File: src/rtl/dmem_block_arbiter.sv
// ---------------------------------------------------------------------------
// dmem_block_arbiter
//
// Shares a single 128-bit block-wide data memory between two block
// requesters (e.g. I-cache refill and D-cache refill/writeback). One access
// is granted at a time. The memory is driven for a fixed LATENCY-cycle
// window, then the owning port gets a one-cycle ack. This block is the only
// master of the memory address and write strobe.
//
// Build option:
//   DMEM_ARB_FIXED_PRIO_EN  defined   -> port 0 always wins simultaneous
//                                        requests (no round-robin pointer)
//                           undefined -> round-robin between the two ports
//
// Ports:
//   clk_i            clock, rising edge
//   rst_i            synchronous reset, active high
//   req0_i/req1_i    access request (level, held until ack)
//   we0_i/we1_i      1 = block write, 0 = block read
//   addr0_i/addr1_i  word address, bits [1:0] ignored
//   wdata0_i/1_i     write block
//   ack0_o/ack1_o    one-cycle completion pulse
//   rdata0_o/1_o     read block, valid from the ack cycle until the next read
//   mem_addr_o       memory address, bits [1:0] forced to 0
//   mem_write_o      memory write commit strobe (single cycle per write)
//   mem_wdata_o      memory write block
//   mem_rdata_i      memory read block
//   busy_o           high while an access is in flight (ACCESS or RESP)
//   grant_o          one-hot owner of the current access, 0 when idle
//
// state  | meaning
// -------+------------------------------------------------------------
// IDLE   | no access in flight; arbitrate between pending requests
// ACCESS | memory driven for LATENCY cycles; commit/capture when cnt==0
// RESP   | ack pulsed to the owner; round-robin pointer updated
// ---------------------------------------------------------------------------
module dmem_block_arbiter #(
   parameter int ADDR_W  = 32,
   parameter int BLK_W   = 128,
   parameter int LATENCY = 4
) (
   input  logic              clk_i,
   input  logic              rst_i,
   input  logic              req0_i,
   input  logic              req1_i,
   input  logic              we0_i,
   input  logic              we1_i,
   input  logic [ADDR_W-1:0] addr0_i,
   input  logic [ADDR_W-1:0] addr1_i,
   input  logic [BLK_W-1:0]  wdata0_i,
   input  logic [BLK_W-1:0]  wdata1_i,
   output logic              ack0_o,
   output logic              ack1_o,
   output logic [BLK_W-1:0]  rdata0_o,
   output logic [BLK_W-1:0]  rdata1_o,
   output logic [ADDR_W-1:0] mem_addr_o,
   output logic              mem_write_o,
   output logic [BLK_W-1:0]  mem_wdata_o,
   input  logic [BLK_W-1:0]  mem_rdata_i,
   output logic              busy_o,
   output logic [1:0]        grant_o
);

   typedef enum logic [1:0] {
      IDLE   = 2'd0,
      ACCESS = 2'd1,
      RESP   = 2'd2
   } state_t;

   // Counter loads LATENCY-1 so the terminal cycle (cnt==0) is the last
   // ACCESS cycle; LATENCY=1 makes the first ACCESS cycle terminal.
   localparam logic [4:0]        CNT_INIT  = 5'(LATENCY - 1);
   localparam logic [ADDR_W-1:0] ADDR_MASK = ~ADDR_W'(3);

   state_t              state_q;
   logic [4:0]          cnt_q;
   logic                port_q;
   logic                we_q;
   logic                ack0_q;
   logic                ack1_q;
   logic [BLK_W-1:0]    rdata0_q;
   logic [BLK_W-1:0]    rdata1_q;
   logic [ADDR_W-1:0]   mem_addr_q;
   logic                mem_write_q;
   logic [BLK_W-1:0]    mem_wdata_q;
   logic                busy_q;
   logic [1:0]          grant_q;
`ifndef DMEM_ARB_FIXED_PRIO_EN
   logic                rr_ptr_q;
`endif

   // Arbitration result for the current IDLE cycle.
   logic                port_d;
   logic                we_d;
   logic [ADDR_W-1:0]   addr_d;
   logic [BLK_W-1:0]    wdata_d;

   always_comb begin
      port_d = 1'b0;
      if (req0_i && req1_i) begin
`ifdef DMEM_ARB_FIXED_PRIO_EN
         port_d = 1'b0;
`else
         port_d = rr_ptr_q;
`endif
      end else if (req1_i) begin
         port_d = 1'b1;
      end
      we_d    = port_d ? we1_i    : we0_i;
      addr_d  = (port_d ? addr1_i : addr0_i) & ADDR_MASK;
      wdata_d = port_d ? wdata1_i : wdata0_i;
   end

   always_ff @(posedge clk_i) begin
      if (rst_i) begin
         state_q     <= IDLE;
         cnt_q       <= '0;
         port_q      <= 1'b0;
         we_q        <= 1'b0;
         ack0_q      <= 1'b0;
         ack1_q      <= 1'b0;
         rdata0_q    <= '0;
         rdata1_q    <= '0;
         mem_addr_q  <= '0;
         mem_write_q <= 1'b0;
         mem_wdata_q <= '0;
         busy_q      <= 1'b0;
         grant_q     <= 2'b00;
`ifndef DMEM_ARB_FIXED_PRIO_EN
         rr_ptr_q    <= 1'b0;
`endif
      end else begin
         // Pulsed outputs default low; only the branches below raise them.
         ack0_q      <= 1'b0;
         ack1_q      <= 1'b0;
         mem_write_q <= 1'b0;
         case (state_q)
            IDLE: begin
               if (req0_i || req1_i) begin
                  port_q      <= port_d;
                  we_q        <= we_d;
                  mem_addr_q  <= addr_d;
                  mem_wdata_q <= wdata_d;
                  cnt_q       <= CNT_INIT;
                  grant_q     <= port_d ? 2'b10 : 2'b01;
                  busy_q      <= 1'b1;
                  // Strobe is registered, so it is raised one edge ahead
                  // of the terminal cycle.
                  mem_write_q <= we_d && (CNT_INIT == 5'd0);
                  state_q     <= ACCESS;
               end
            end
            ACCESS: begin
               if (cnt_q == 5'd0) begin
                  if (!we_q) begin
                     if (port_q) rdata1_q <= mem_rdata_i;
                     else        rdata0_q <= mem_rdata_i;
                  end
                  ack0_q  <= ~port_q;
                  ack1_q  <= port_q;
                  state_q <= RESP;
               end else begin
                  cnt_q       <= cnt_q - 5'd1;
                  mem_write_q <= we_q && (cnt_q == 5'd1);
               end
            end
            RESP: begin
               busy_q   <= 1'b0;
               grant_q  <= 2'b00;
`ifndef DMEM_ARB_FIXED_PRIO_EN
               rr_ptr_q <= ~port_q;
`endif
               state_q  <= IDLE;
            end
            default: begin
               state_q <= IDLE;
            end
         endcase
      end
   end

   assign ack0_o      = ack0_q;
   assign ack1_o      = ack1_q;
   assign rdata0_o    = rdata0_q;
   assign rdata1_o    = rdata1_q;
   assign mem_addr_o  = mem_addr_q;
   assign mem_write_o = mem_write_q;
   assign mem_wdata_o = mem_wdata_q;
   assign busy_o      = busy_q;
   assign grant_o     = grant_q;

endmodule

File: config.mk
export PLATFORM = sky130hd
export DESIGN_NAME = dmem_block_arbiter
export DESIGN_NICKNAME = d
export VERILOG_FILES = /design/src/rtl/dmem_block_arbiter.sv
export SDC_FILE = /design/constraint.sdc
export NUM_CORES = 1
export LEC_CHECK = 0
export CAP_MARGIN = 20
export CORE_AREA = 5 5 339 341
export DETAILED_ROUTE_END_ITERATION = 8
export DIE_AREA = 0 0 344 346
export PLACE_DENSITY = 0.5
export SYNTH_ARGS = -nofsm -noshare
export SYNTH_HDL_FRONTEND = slang
export SYNTH_SLANG_ARGS = --single-unit
export TNS_END_PERCENT = 10
File: constraint.sdc
create_clock -name clk_i -period 5.92 [get_ports clk_i]
set_clock_uncertainty 0.1 [all_clocks]
set_input_delay 0.888 -clock clk_i [delete_from_list [all_inputs] [get_ports clk_i]]
set_output_delay 0.888 -clock clk_i [all_outputs]
set_load 0.02 [all_outputs]
After elaboration in Yosys (flattened, before gate mapping)
Cells that the tools add are included.

Output and inout port bits: 422. Logic and storage cells: 56. Register bits: 430. Bits of input ports: 454.

Bitwise operators: 4. Muxes and demuxes: 16. Eq/ne operators: 6. Reductions and logical operators: 15. Add/subtract/negate cells: 1.

Operator list (count): two-way mux 128 bit (1); two-way mux 32 bit (1); two-way mux 5 bit (2); one-hot mux 5 bit (2 select lines) (1); two-way mux 2 bit (4); one-hot mux 2 bit (2 select lines) (2); AND reduction 4 bit (2); inequality test 2 bit, second input constant (3); AND reduction 2 bit (3); OR reduction 3 bit (2); == test 5 x 1 -> 1 bit, second input constant (1); zero test 5 bit (1); subtractor 5 x 1 -> 5 bit, second input constant (1); two-way mux 1 bit (4); inverter 1 bit (4); nonzero test 2 bit (2); AND reduction 3 bit (1); == test 2 x 1 -> 1 bit, second input constant (1); == test 2 bit, second input constant (1); logical AND 1 bit (2); zero test 2 bit (1); one-hot mux 1 bit (2 select lines) (1); logical OR 1 bit (1).

Depth between registers and ports, before layout
Word-level depth: 5. Mapped depth: 8. Gate-level depth less buffers: 5.

Least setup slack after synthesis
OpenSTA, ideal clock, no wires.

Kind: input to register. Start: input port req1_i. End: register mem_wdata_q[121] (netlist: mem_wdata_o[121]). Data arrival time: 1.974 ns. Path slack: 3.772 ns. Cell stages on the path: 7. Data required time: 5.746 ns. Path through: clkbuf_1 -> nor2_1 -> buf_2 -> buf_2 -> clkbuf_1 -> o21ai_0 -> a31oi_1.

Longest elaborated chain between the ends: 3.

Ends and longest elaborated chain: from (decl) (RTL line 45) `input logic req1_i,`; two-way mux 1 bit or logical AND 1 bit (tied branches) (RTL line 106, 100); two-way mux 1 bit (RTL line 100) `if (req0_i && req1_i) begin`; two-way mux 128 bit (RTL line 111) `wdata_d = port_d ? wdata1_i : wdata0_i;`; to (signal assigned) (RTL line 143) `mem_wdata_q <= wdata_d;`; to (decl) (RTL line 85) `logic [BLK_W-1:0] mem_wdata_q;`.

Parallel ways exist; a longest one is shown, timed or not. A chain may end at the register's enable or synchronous reset.

Final worst setup path
Start: input port req0_i. End: register mem_wdata_q[81] (netlist: mem_wdata_o[81]).

Longest elaborated chain between the ends: 3.

Ends and longest elaborated chain: from (decl) (RTL line 44) `input logic req0_i,`; logical AND 1 bit (RTL line 100); two-way mux 1 bit (RTL line 100); two-way mux 128 bit (RTL line 111).

Parallel ways exist; a longest one is shown, timed or not.

==> results.md <==
Run status:
- The flow ran to the end, and the final reports show no timing, DRC or antenna violations.

Global route:
- Entering global routing, the biggest net connects 169 pins.
- The global-route wire length before repair is about 150000 µm.
- The number of antenna violations at the first check in global routing is 38.
- Global routing used 16.2% of the available tracks.
- The leftover overflow at the end of global routing is 0.
- The via count of the first global-routing pass is 20000.

Clock network:
- TritonCTS built the clock tree.
- The number of H-tree branching levels is 2.
- The later pin in the worst-skew pair is clocked with a latency of 0.63 ns.
- After clock tree synthesis, the flow added hold-fix buffers numbering 0.
- Clock-pin slew was measured on the worst setup and hold paths at 0.06 ns.
- The count of buffers added by post-CTS timing repair for setup is 0.
- The deepest clock path buffer count is 3.
- The number of resized instances in the post-cts repair step is 0.
- The cell sitting at the root of the clock tree is a clkbuf_16.
- The clock drives 430 sinks.
- TritonCTS created 55 clock buffers.

Power:
- Across the VDD grid, the largest voltage drop is around 0.36 mV.
- The power density normalized to cell area is 317 mW/mm².
- The clock network accounts for 38.0% of the total power.
- For this design the total switching power over the nets is approximately 0.0032 W.
- The leakage power is 9.15 nW.
- Of the total power, combinational logic draws 27.1%.
- The internal portion of the total power is 0.00610 W.
- The register share of total power is between 30% and 40%.
- The net switching fraction of the power is between 30% and 40%.

Worst setup path:
- STA puts the critical path data arrival time at around 3.7 ns.
- The beginning of the worst register-to-register path is state_q[0]$_SDFFE_PP0P_.
- Of all nets on the critical path, the largest fanout is 91.
- The element type at the critical path end is a flop.
- The reg2reg setup slack is 3.09 ns.
- The type of the worst setup path is input port to flop.
- The critical path startpoint category is an input port.
- The number of cells on the worst reg-to-reg path is 4.
- The data required time at the worst endpoint is ~6.4 ns.
- In this run the critical register-to-register path is captured at mem_wdata_o[81]$_SDFFE_PP0P_.

Finish:
- The flip-flop and latch area is 0.00861 mm².
- The number of nets at the end of the flow is 3305.
- Compared with the post-synthesis result, the final layout area differs by 65.1%.
- The fraction of final layout cells with drive strength greater than 1 is 4.74%.
- The layout has about 12000 filler cells.
- In the final layout, the multi-input gates occupy 0.00790 mm².

Floorplan:
- The overall die area is 0.119 mm².
- The initial standard-cell utilization of the core is between 15 and 20%.
- In this run the core area contains approximately 120 standard-cell rows.
- The I/O pin count is slightly below 900.
- The floorplan core area is 0.112 mm².
- The die outline width is approximately 340 µm.
- The y dimension of the die is approximately 350 µm.

Logic synthesis:
- Ranked by instance count, the synthesized netlist is headed by dfxtp_1, nand3_1, o21ai_0.
- The simple logic cell fraction of the synthesized area is between 10% and 20%.
- Counting every instance in the synthesized netlist gives 2185.
- The flop and latch count out of synthesis is 430.
- The netlist area before placement is 0.0178 mm².
- Ranked by total cell area, the synthesized netlist is headed by dfxtp_1, nand3_1, o21ai_0.
- The share of the synthesized area in the top cell type is about half.
- The largest total area in the synthesized netlist belongs to dfxtp_1.
- The synthesized netlist devotes less than 1% of its cell area to adder and majority cells.
- In this run, synthesis inferred 0 flip-flops with an integrated enable.
- The async set or reset register ratio after synthesis is 0%.
- The synthesized netlist devotes approximately a quarter of its cell area to compound gates.
- The number of warning messages in the yosys log is 0.
- The xor/xnor cell area share of the yosys netlist is 0%.
- Each instance of the synthesized netlist takes up on average 8.13 µm².
- The dominant register cell in the synthesized netlist is dfxtp_1.
- After synthesis, flip-flops and latches occupy 48.4% of the total area.
- Multiplexer cells account for 0% of the synthesized area.
- After synthesis, the largest family of logic cells by area is compound AO/OA/AOI/OAI gates.
- The most numerous cell in the Yosys netlist is dfxtp_1.
- Yosys mapped the design onto 37 distinct sky130hd cell types.

Place:
- The congestion estimate from routability-driven global placement came to approximately 0.8.
- The count of buffers added on input and output ports is 869.
- The total half-perimeter wirelength after legalization and detailed placement is between 70000 and 80000 µm.

Timing:
- Setup violations remaining at the end of the flow were counted as 0.
- The part of the cycle the worst path needs is 54.3%.
- Setup total negative slack on the finished layout was measured at 0 ns.
- The relative slew slack is 23.0%.
- The worst slack on hold paths is 0.362 ns.
- The maximum clock rate is just over 0.3 GHz.
- For the pin with the worst max-slew slack, the measured transition is between 1 and 1.5 ns.
- The final-report hold violation count is 0.
- The max-slew violation count is 0.
- Setup repair after global routing left no endpoint under its margin.
- The shortest period the worst path allows is 3.22 ns.

Drt:
- The final routed wire length divided by cell count is 23.5 µm.
- The detailed router placed 20400 vias in this run.
- The per-cell via count in the routed design is 4.63.
- For this run, the detailed router's first-pass iteration total came to 5.
- The number of antenna-violating nets in the routed design is 0.
- The detailed router's first-iteration violation count is 1376.
- For this run, design rule violations remaining after detail routing come to 0.
- Wires add up to approximately 100000 µm.

Min path:
- The worst hold path was traced through 2 stages.
- The critical hold path startpoint is busy_o$_SDFFE_PP0P_.
- The path category of the worst min-delay check is flop to flop.
- The path with the worst hold slack has its endpoint at busy_o$_SDFFE_PP0P_.

Job:
- Max-cap violations in this run came to 0.
[cell families after synthesis]
| kind of cell | Yosys count |
|---|---|
| other | 1 |
| and+or+nand+nor | 608 |
| adders and majority gates | 3 |
| buffers and inverters | 294 |
| AOI/OAI and AO/OA | 849 |
| DFF | 430 |
[state kept, by name (all words and copies together) (netlist names)]
signal	flops
mem_wdata_o	128
ack1_o	1
state_q	2
grant_o	2
we_q	1
mem_write_o	1
ack0_o	1
rdata0_o	128
mem_addr_o	30
port_q	1
cnt_q	5
rr_ptr_q	1
busy_o	1
rdata1_o	128
[cell usage in the layout (no fill, tap or decap), types with 14 or more instances in the layout]
cell type	count
nand4_1	159
clkbuf_16	55
o21ai_1	91
nand3_1	418
dfxtp_1	430
clkinv_2	14
o21ai_0	325
a31oi_1	162
clkdlybuf4s50_1	867
buf_4	17
a21oi_1	262
[layout make-up]
cell class                      count  share of cell area (%)
Antenna cell                       11                  0.0939
Clock buffer                       76                    5.41
Clock inverter                     26                    1.03
Inverter                            4                  0.0512
Multi-Input combinational cell   1462                    26.9
Sequential cell                   430                    29.4
Tap cell                         1500                    6.40
Timing Repair Buffer              895                    30.7
[worst max-delay path by stage]
stage / from / endpoint / slack [ns] / cells past startpoint
floorplan: req1_i / mem_wdata_o[121]$_SDFFE_PP0P_ / 3.77 / 7
global placement: req0_i / mem_wdata_o[106]$_SDFFE_PP0P_ / 2.15 / 6
detailed placement: req0_i / mem_wdata_o[99]$_SDFFE_PP0P_ / 2.14 / 6
CTS: req0_i / mem_wdata_o[94]$_SDFFE_PP0P_ / 2.86 / 6
global route: req0_i / mem_wdata_o[81]$_SDFFE_PP0P_ / 2.61 / 6
finish: req0_i / mem_wdata_o[81]$_SDFFE_PP0P_ / 2.70 / 6
[metal layers]
layer,part of all wire (%),GRT usage [%]
met1,40,19.6
met2,47,26.8
met3,10,6.41
met4,2.4,4.08
met5,0.10,0
[worst max-delay path: stages]
cell and delay, ns:
clkdlybuf4s50_1 0.56, nor2_4 0.18, buf_4 0.59, buf_4 0.84
o21ai_0 0.20, a31oi_1 0.18
[power groups by stage]
stage / combinational, W / sequential, W / clock (W)
4_1_cts: 0.00255 / 0.00324 / 0.00366
6_report: 0.00253 / 0.00325 / 0.00354
3_5_place_dp: 0.00254 / 0.00330 / 0
5_1_grt: 0.00270 / 0.00327 / 0.00377
3_3_place_gp: 0.00256 / 0.00330 / 0
2_1_floorplan: 0.00114 / 0.00353 / 0
[per-stage QoR]
step | total power [W] | setup WS (ns) | utilization, % | area, µm² | cells
CTS | 0.00946 | 2.86 | 26.3 | 29300 | 4393
floorplan | 0.00467 | 3.77 | - | 17800 | 2186
detailed placement | 0.00585 | 2.14 | 24.6 | 27400 | 4291
finish | 0.00931 | 2.70 | 26.3 | 29300 | 4404
global placement | 0.00586 | 2.15 | 24.6 | 27400 | 4291
global route | 0.00974 | 2.61 | 26.3 | 29300 | 4401
No activity file was read; power rests on OpenSTA's default activity.
